[config.mk]
export PLATFORM = sky130hd
export DESIGN_NAME = ifft_dif_butterfly_pipe
export DESIGN_NICKNAME = d
export VERILOG_FILES = /design/src/rtl/fft_pkg.sv /design/src/rtl/fft_multiply.sv /design/src/rtl/ifft_dif_butterfly_pipe.sv
export SDC_FILE = /design/constraint.sdc
export NUM_CORES = 2
export LEC_CHECK = 0
export BUFFER_PORTS_ARGS = -buffer_cell sky130_fd_sc_hd__buf_2
export CORE_MARGIN = 8
export CORE_UTILIZATION = 66
export DETAILED_ROUTE_END_ITERATION = 12
export PLACE_DENSITY_LB_ADDON = 0.3
export REMOVE_ABC_BUFFERS = 1
export SYNTH_ARGS = -nofsm -noshare
export SYNTH_HDL_FRONTEND = slang
export SYNTH_SLANG_ARGS = --single-unit
[constraint.sdc]
create_clock -name CLK -period 9.26 [get_ports CLK]
set_input_delay 1.389 -clock CLK [delete_from_list [all_inputs] [get_ports CLK]]
set_output_delay 1.389 -clock CLK [all_outputs]
set_load 0.005 [all_outputs]
[src/rtl/fft_pkg.sv]
// Shared fixed-point defaults and complex sample type for the FFT datapath.
// Q-format is signed INT.FRACT two's complement.
package fft_pkg;

    localparam int FFT_INT_WIDTH   = 8;
    localparam int FFT_FRACT_WIDTH = 8;
    localparam int FFT_DATA_WIDTH  = FFT_INT_WIDTH + FFT_FRACT_WIDTH;

    localparam logic [FFT_DATA_WIDTH-1:0] FFT_ONE =
        FFT_DATA_WIDTH'(1) << FFT_FRACT_WIDTH;

    typedef struct packed {
        logic [FFT_DATA_WIDTH-1:0] re;
        logic [FFT_DATA_WIDTH-1:0] im;
    } cplx_t;

endpackage

[src/rtl/fft_multiply.sv]
// Signed Q-format multiply: full-width product, keep the middle DATA bits.
// Dropping the low FRACT bits truncates toward -inf.
module fft_multiply
    import fft_pkg::*;
#(
    parameter int INT_WIDTH   = FFT_INT_WIDTH,
    parameter int FRACT_WIDTH = FFT_FRACT_WIDTH
) (
    input  logic [INT_WIDTH+FRACT_WIDTH-1:0] a,
    input  logic [INT_WIDTH+FRACT_WIDTH-1:0] b,
    output logic [INT_WIDTH+FRACT_WIDTH-1:0] p
);

    localparam int DW = INT_WIDTH + FRACT_WIDTH;

    logic [2*DW-1:0]        full;
    logic [INT_WIDTH-1:0]   hi_unused;
    logic [FRACT_WIDTH-1:0] lo_unused;

    // Sign-extended operands: low 2*DW bits equal the signed product.
    assign full = {{DW{a[DW-1]}}, a} * {{DW{b[DW-1]}}, b};
    assign {hi_unused, p, lo_unused} = full;

endmodule

[src/rtl/ifft_dif_butterfly_pipe.sv]
// Three-stage radix-2 DIF butterfly for the inverse path, using conj(w).
// Valid/ready on both sides with per-stage stall and bubble collapsing.
module ifft_dif_butterfly_pipe
    import fft_pkg::*;
#(
    parameter int INT_WIDTH   = FFT_INT_WIDTH,
    parameter int FRACT_WIDTH = FFT_FRACT_WIDTH,
    parameter int DATA_WIDTH  = INT_WIDTH + FRACT_WIDTH,
    parameter bit SCALE       = 1'b1
) (
    input  logic                  CLK,
    input  logic                  RST,
    input  logic                  in_valid,
    output logic                  in_ready,
    input  logic [DATA_WIDTH-1:0] a_real,
    input  logic [DATA_WIDTH-1:0] a_imag,
    input  logic [DATA_WIDTH-1:0] b_real,
    input  logic [DATA_WIDTH-1:0] b_imag,
    input  logic [DATA_WIDTH-1:0] w_r,
    input  logic [DATA_WIDTH-1:0] w_i,
    output logic                  out_valid,
    input  logic                  out_ready,
    output logic [DATA_WIDTH-1:0] out0_real,
    output logic [DATA_WIDTH-1:0] out0_imag,
    output logic [DATA_WIDTH-1:0] out1_real,
    output logic [DATA_WIDTH-1:0] out1_imag
);

    localparam int DW = DATA_WIDTH;

    typedef struct packed {
        logic [DW-1:0] re;
        logic [DW-1:0] im;
    } cpx_t;

    logic v1_q, v1_d;
    logic v2_q, v2_d;
    logic v3_q, v3_d;

    cpx_t sum1_q, sum1_d;
    cpx_t dif1_q, dif1_d;
    cpx_t tw1_q,  tw1_d;
    cpx_t sum2_q, sum2_d;
    cpx_t rot2_q, rot2_d;
    cpx_t out0_q, out0_d;
    cpx_t out1_q, out1_d;

    logic en1, en2, en3;
    logic [DW-1:0] p0, p1, p2, p3;

    function automatic logic [DW-1:0] scale_fn(input logic [DW-1:0] x);
        return SCALE ? {x[DW-1], x[DW-1:1]} : x;
    endfunction

    fft_multiply #(
        .INT_WIDTH  (INT_WIDTH),
        .FRACT_WIDTH(FRACT_WIDTH)
    ) u_mul_p0 (
        .a(dif1_q.re),
        .b(tw1_q.re),
        .p(p0)
    );

    fft_multiply #(
        .INT_WIDTH  (INT_WIDTH),
        .FRACT_WIDTH(FRACT_WIDTH)
    ) u_mul_p1 (
        .a(dif1_q.im),
        .b(tw1_q.im),
        .p(p1)
    );

    fft_multiply #(
        .INT_WIDTH  (INT_WIDTH),
        .FRACT_WIDTH(FRACT_WIDTH)
    ) u_mul_p2 (
        .a(dif1_q.im),
        .b(tw1_q.re),
        .p(p2)
    );

    fft_multiply #(
        .INT_WIDTH  (INT_WIDTH),
        .FRACT_WIDTH(FRACT_WIDTH)
    ) u_mul_p3 (
        .a(dif1_q.re),
        .b(tw1_q.im),
        .p(p3)
    );

    // An empty stage may always load, so bubbles collapse under stall.
    always_comb begin
        en3 = out_ready || !v3_q;
        en2 = en3 || !v2_q;
        en1 = en2 || !v1_q;
    end

    always_comb begin
        v1_d   = v1_q;
        sum1_d = sum1_q;
        dif1_d = dif1_q;
        tw1_d  = tw1_q;
        v2_d   = v2_q;
        sum2_d = sum2_q;
        rot2_d = rot2_q;
        v3_d   = v3_q;
        out0_d = out0_q;
        out1_d = out1_q;

        if (en1) begin
            v1_d      = in_valid;
            sum1_d.re = a_real + b_real;
            sum1_d.im = a_imag + b_imag;
            dif1_d.re = a_real - b_real;
            dif1_d.im = a_imag - b_imag;
            tw1_d.re  = w_r;
            tw1_d.im  = w_i;
        end

        // d * conj(w) = (dr*wr + di*wi) + j(di*wr - dr*wi)
        if (en2) begin
            v2_d      = v1_q;
            sum2_d    = sum1_q;
            rot2_d.re = p0 + p1;
            rot2_d.im = p2 - p3;
        end

        if (en3) begin
            v3_d      = v2_q;
            out0_d.re = scale_fn(sum2_q.re);
            out0_d.im = scale_fn(sum2_q.im);
            out1_d.re = scale_fn(rot2_q.re);
            out1_d.im = scale_fn(rot2_q.im);
        end
    end

    always_ff @(posedge CLK or negedge RST) begin
        if (!RST) begin
            v1_q   <= 1'b0;
            v2_q   <= 1'b0;
            v3_q   <= 1'b0;
            sum1_q <= '0;
            dif1_q <= '0;
            tw1_q  <= '0;
            sum2_q <= '0;
            rot2_q <= '0;
            out0_q <= '0;
            out1_q <= '0;
        end else begin
            v1_q   <= v1_d;
            v2_q   <= v2_d;
            v3_q   <= v3_d;
            sum1_q <= sum1_d;
            dif1_q <= dif1_d;
            tw1_q  <= tw1_d;
            sum2_q <= sum2_d;
            rot2_q <= rot2_d;
            out0_q <= out0_d;
            out1_q <= out1_d;
        end
    end

    assign in_ready  = en1;
    assign out_valid = v3_q;
    assign out0_real = out0_q.re;
    assign out0_imag = out0_q.im;
    assign out1_real = out1_q.re;
    assign out1_imag = out1_q.im;

endmodule

# --- After elaboration in Yosys (flattened, before gate mapping) ---
# Cells that the tools add are included.
word_totals:
  in_bits: 100
  wordCells: 33
  output_inout_bits: 66
  regBits: 223
classes:
  n_addsub: 6
  n_mul: 4
  n_reduce_logical: 6
ops:
  columns: ["op", "count"]
  rows:
  - ["$mul 16x16->24", 4]
  - ["$add 16x16->16", 3]
  - ["$sub 16x16->16", 3]
  - ["$logic_not 1->1", 3]
  - ["$logic_or 1x1->1", 3]

# --- Depth between registers and ports, before layout ---
logic_depth:
  word_depth: 4
  mapped_depth: 33
  depth_no_buf: 32

# --- Cells and area by module ---
# A second synthesis with hierarchy kept.
unflattened:
  hier_cells: 4750
  hier_area_um2: 42214.2
by_module_without_submodules:
  columns: ["mod", "cells_per_inst", "seq_area_each_um2", "instances", "area_per_inst_um2"]
  rows:
  - ["fft_multiply at u_mul_p1 ...", 844, 0.0, 2, 7387.1]
  - ["ifft_dif_butterfly_pipe", 1375, 5430.2, 1, 12610.8]
  - ["fft_multiply at u_mul_p0", 845, 0.0, 1, 7438.4]
  - ["fft_multiply at u_mul_p3", 842, 0.0, 1, 7390.8]

# --- Worst setup path after synthesis ---
# Ideal clock, no wire load.
synth_path:
  kind: "register -> register"
  start: "reg dif1_q[11] (netlist bit)"
  end: "reg rot2_q[31] (netlist bit)"
  path_stages_with_launch: 32
  required_time_ps: 9129
  slack_ps: 1960
  synth_period_minus_slack_ps: 7300
  t_arrival_ps: 7170
  setup_time_ps: 131
  path_buffers: 2
  cell_sequence: "dfrtp_1 clkbuf_1 clkbuf_1 nand2_1 fa_1 fa_1 fa_1 inv_1 fa_1 fa_1 inv_1 fa_1 inv_1 ha_1 a21o_1 a21o_1 a21o_1 a21oi_2 nor2_2 a211oi_4 and2b_1 o21a_1 nor3_1 nor2_1 ha_1 or2_2 a21oi_1 nand3b_1 o21ai_1 xnor2_1 xnor2_1 o21ai_1"
synth_via:
  elab_chain_cells: 2
synth_lines:
  columns: ["item", "line_no", "rtl"]
  rows:
  - ["start: declaration", "ifft_dif_butterfly_pipe.sv:41", "cpx_t dif1_q, dif1_d;"]
  - ["start signal: assignment", "ifft_dif_butterfly_pipe.sv:154", "dif1_q <= dif1_d;"]
  - ["$mul 16x16->24", "fft_multiply.sv:21", "assign full = {{DW{a[DW-1]}}, a} * {{DW{b[DW-1]}}, b};"]
  - ["$add 16x16->16", "ifft_dif_butterfly_pipe.sv:124", "rot2_d.re = p0 + p1;"]
  - ["end signal: assignment", "ifft_dif_butterfly_pipe.sv:157", "rot2_q <= rot2_d;"]
  - ["end: declaration", "ifft_dif_butterfly_pipe.sv:44", "cpx_t rot2_q, rot2_d;"]
# Every way passes these cells.
# A chain may end at the register's enable or synchronous reset.

# --- Final worst setup path ---
layout_path:
  start: "reg tw1_q[20] (netlist bit)"
  end: "reg rot2_q[14] (netlist bit)"
layout_via:
  elab_chain_cells: 2
layout_lines:
  columns: ["item", "line_no", "rtl"]
  rows:
  - ["start: declaration", "ifft_dif_butterfly_pipe.sv:42", "cpx_t tw1_q, tw1_d;"]
  - ["start signal: assignment", "ifft_dif_butterfly_pipe.sv:155", "tw1_q <= tw1_d;"]
  - ["$mul 16x16->24", "fft_multiply.sv:21", null]
  - ["$sub 16x16->16", "ifft_dif_butterfly_pipe.sv:125", "rot2_d.im = p2 - p3;"]
# Every way passes these cells.

==> results.sh <==
export IMPL_finalCritPeriodShare=0.886
export IMPL_seq_area_frac_synth=0.131
export IMPL_synth_area_per_cell_sq_um=8.89
export IMPL_maxCapViolCount=0
export IMPL_yosys_warnings=0
export IMPL_drc=0
export IMPL_synthSimpleGateAreaFrac=0.165
export IMPL_slowest_stage="dfrtp_1"
export IMPL_cp_start_kind="flop"
export IMPL_tightestPinTransition_ns=1.32
export IMPL_cts_buffer_depth=3
export IMPL_worst_ep_arrival_time_ns=8.70
export IMPL_ys_types=81
export IMPL_slew_headroom=0.118
export IMPL_slowest_delay_ns=1.18
export IMPL_finalSetupTns_ns=0
export IMPL_synth_compound_area_frac=0.0587
export IMPL_hp_class="flop to flop"
export IMPL_firstDrtPassIters=5
export IMPL_start_util=0.664
export IMPL_crit_type="flop to flop"
export IMPL_synth_top_family_by_area="adder cells"
export IMPL_reg2reg_depth=30
export IMPL_synthToLayoutAreaGrowth_pct=6.04
export IMPL_drive_gt1_frac=0.0839
export IMPL_grt_pass1_wl_um=169000
export IMPL_setup_violations=0
export IMPL_tritoncts="built"
export IMPL_insertion_delay_ns=0.60
export IMPL_final_cell_mix="1044 x inv_1, 750 x fa_1, 730 x nand2_1"
export IMPL_path_clk_slew_ns=0.06
export IMPL_viasPerCell=5.52
export IMPL_die_area_sq_um=71300
export IMPL_grt_max_degree=77
export IMPL_worstReg2RegStart="tw1_q[20]$_DFFE_PN0P_"
export IMPL_synth_area_mux_share=0.0170
export IMPL_r2r_end="rot2_q[14]$_DFFE_PN0P_"
export IMPL_hold_start="v1_q$_DFFE_PN0P_"
export IMPL_io_buffers=165
export IMPL_grt_pass1_vias=33209
export IMPL_hold_viol_final=0
export IMPL_holdPathEnd="v2_q$_DFFE_PN0P_"
export IMPL_worst_endpoint_required_ns=9.75
export IMPL_final_common_cell="inv_1"
export IMPL_crit_fanout=26
export IMPL_cts_resized=0
export IMPL_boundaryPins=166
export IMPL_grt_setup_unrepaired="no"
export IMPL_htreeDepth=1
export IMPL_syn_area_sq_um=41600
export IMPL_postCtsSetupRepairBufs=0
export IMPL_routabilityCongestion=0.898
export IMPL_grt_use_total=0.295
export IMPL_die_x_um=267
export IMPL_vias=30848
export IMPL_drtIter0Drc=2031
export IMPL_fin_util=0.704
export IMPL_syn_inst=4678
export IMPL_ant_nets=0
export IMPL_synth_edf_count=0
export IMPL_final_max_slew_viol_count=0
export IMPL_clock_sinks=217
export IMPL_grt_overflow_total=0
export IMPL_holdPathStages=1
export IMPL_async_reset_ff_frac=1.00
export IMPL_ys_seq_elements=217
export IMPL_finalNetCount=5942
export IMPL_period_minus_slack_ns=8.21
export IMPL_outcome="finished, final reports clean"
export IMPL_die_y_um=267
export IMPL_drt_total_wl_um=101000
export IMPL_max_freq_ghz=0.122
export IMPL_core_sq_um=62600
export IMPL_ff2ff_setup_slack_ns=1.05
export IMPL_synth_flop_cell="dfrtp_1"
export IMPL_synthXorXnorAreaFrac=0.0405
export IMPL_place_detailed_hpwl_um=78600
export IMPL_fin_skew_ns=0.0297
export IMPL_cts_root_buf="clkbuf_16"
export IMPL_ctsHoldBuffers=0
export IMPL_cts_buffers=26
export IMPL_row_count=92
export IMPL_synth_fa_ha_area_frac=0.472
export IMPL_grt_antenna_before_repair=2
export IMPL_post_drt_wl_per_cell_um=18.0
export IMPL_cp_end_kind="flop"
## per-stage QoR
stage | hold WS, ns | setup WS (ns) | instances | instance area [sq um]
floorplan | 0.426 | 0.439 | 4447 | 40700
finish | 0.460 | 1.05 | 5590 | 44100
global route | 0.494 | 0.702 | 5590 | 44100
detailed placement | 0.448 | 1.26 | 5542 | 43200
global placement | 0.442 | 1.46 | 5542 | 43200
CTS | 0.463 | 1.21 | 5588 | 44100
## worst max-delay path by stage
stage,start,end,slack (ns),depth (start not counted)
CTS,tw1_q[20]$_DFFE_PN0P_,rot2_q[14]$_DFFE_PN0P_,1.21,30
floorplan,out_ready,in_ready,0.44,3
finish,tw1_q[20]$_DFFE_PN0P_,rot2_q[14]$_DFFE_PN0P_,1.05,30
global route,tw1_q[20]$_DFFE_PN0P_,rot2_q[14]$_DFFE_PN0P_,0.70,30
global placement,tw1_q[20]$_DFFE_PN0P_,rot2_q[14]$_DFFE_PN0P_,1.46,30
detailed placement,tw1_q[20]$_DFFE_PN0P_,rot2_q[14]$_DFFE_PN0P_,1.26,30
## metal layers
layer  vias to the layer above  global-route usage  wire length, um
li1                      13968                   -                -
met1                     15370               0.383            39400
met2                      1282               0.492            48000
met3                       228              0.0534             8690
met4                         0               0.115             4700
met5                         -                   0                0
## cells by family after synthesis
family          count (synthesis)
simple gates                 1445
xor+xnor                      192
compound gates                365
buf+inv                      1278
mux                            63
fa+ha+maj                    1118
flops                         217
## worst max-delay path: cells and delay by family, from the launching register on
kind / cells / cell delay, ns
xor+xnor: 1 / 0.14
fa+ha+maj: 8 / 3.11
flops: 1 / 1.18
compound gates: 13 / 2.68
buf+inv: 4 / 0.46
simple gates: 4 / 0.51
## sequential cells by signal (all words and copies together) (netlist names)
register / flops
v2_q: 1
out1_real: 15
dif1_q: 32
v1_q: 1
rot2_q: 30
out_valid: 1
tw1_q: 32
out0_real: 15
out0_imag: 15
out1_imag: 15
sum2_q: 30
sum1_q: 30
## cell type report
| class | count | area, sq um |
|---|---|---|
| clock buffers | 33 | 707 |
| fillers | 4753 | 18500 |
| well taps | 846 | 1060 |
| multi-input cells | 3183 | 31300 |
| flip-flops and latches | 217 | 5430 |
| clock inverters | 13 | 151 |
| diodes | 2 | 5.00 |
| repair buffers | 249 | 1470 |
| inverters | 1047 | 3930 |
## cells in the mapped netlist, types with 7 or more instances
| library cell | number | area [sq um] |
|---|---|---|
| a211oi_1 | 7 | 52.6 |
| a21boi_0 | 7 | 52.6 |
| a21o_1 | 20 | 150 |
| a21oi_1 | 100 | 500 |
| a31oi_1 | 10 | 62.6 |
| and2_1 | 426 | 2670 |
| and3_1 | 22 | 138 |
| buf_1 | 19 | 71.3 |
| clkbuf_1 | 200 | 751 |
| dfrtp_1 | 217 | 5430 |
| fa_1 | 750 | 15000 |
| ha_1 | 368 | 4600 |
| inv_1 | 1044 | 3920 |
| mux2_2 | 62 | 698 |
| nand2_1 | 731 | 2740 |
| nand2b_1 | 25 | 156 |
| nand3_1 | 9 | 45.0 |
| nand4_1 | 9 | 56.3 |
| nor2_1 | 132 | 495 |
| nor2b_1 | 16 | 100 |
| nor3_1 | 32 | 160 |
| o21a_1 | 21 | 158 |
| o21ai_0 | 82 | 410 |
| o21ai_1 | 13 | 65.1 |
| o21bai_1 | 14 | 105 |
| o31ai_1 | 24 | 180 |
| or2_2 | 8 | 50.1 |
| or2b_1 | 7 | 52.6 |
| or3_1 | 8 | 50.1 |
| xnor2_1 | 150 | 1310 |
| xor2_1 | 42 | 368 |
Power is left out: the tool's default activity adds up to more than one toggle a clock period on the data nets, which glitch-free logic cannot reach.
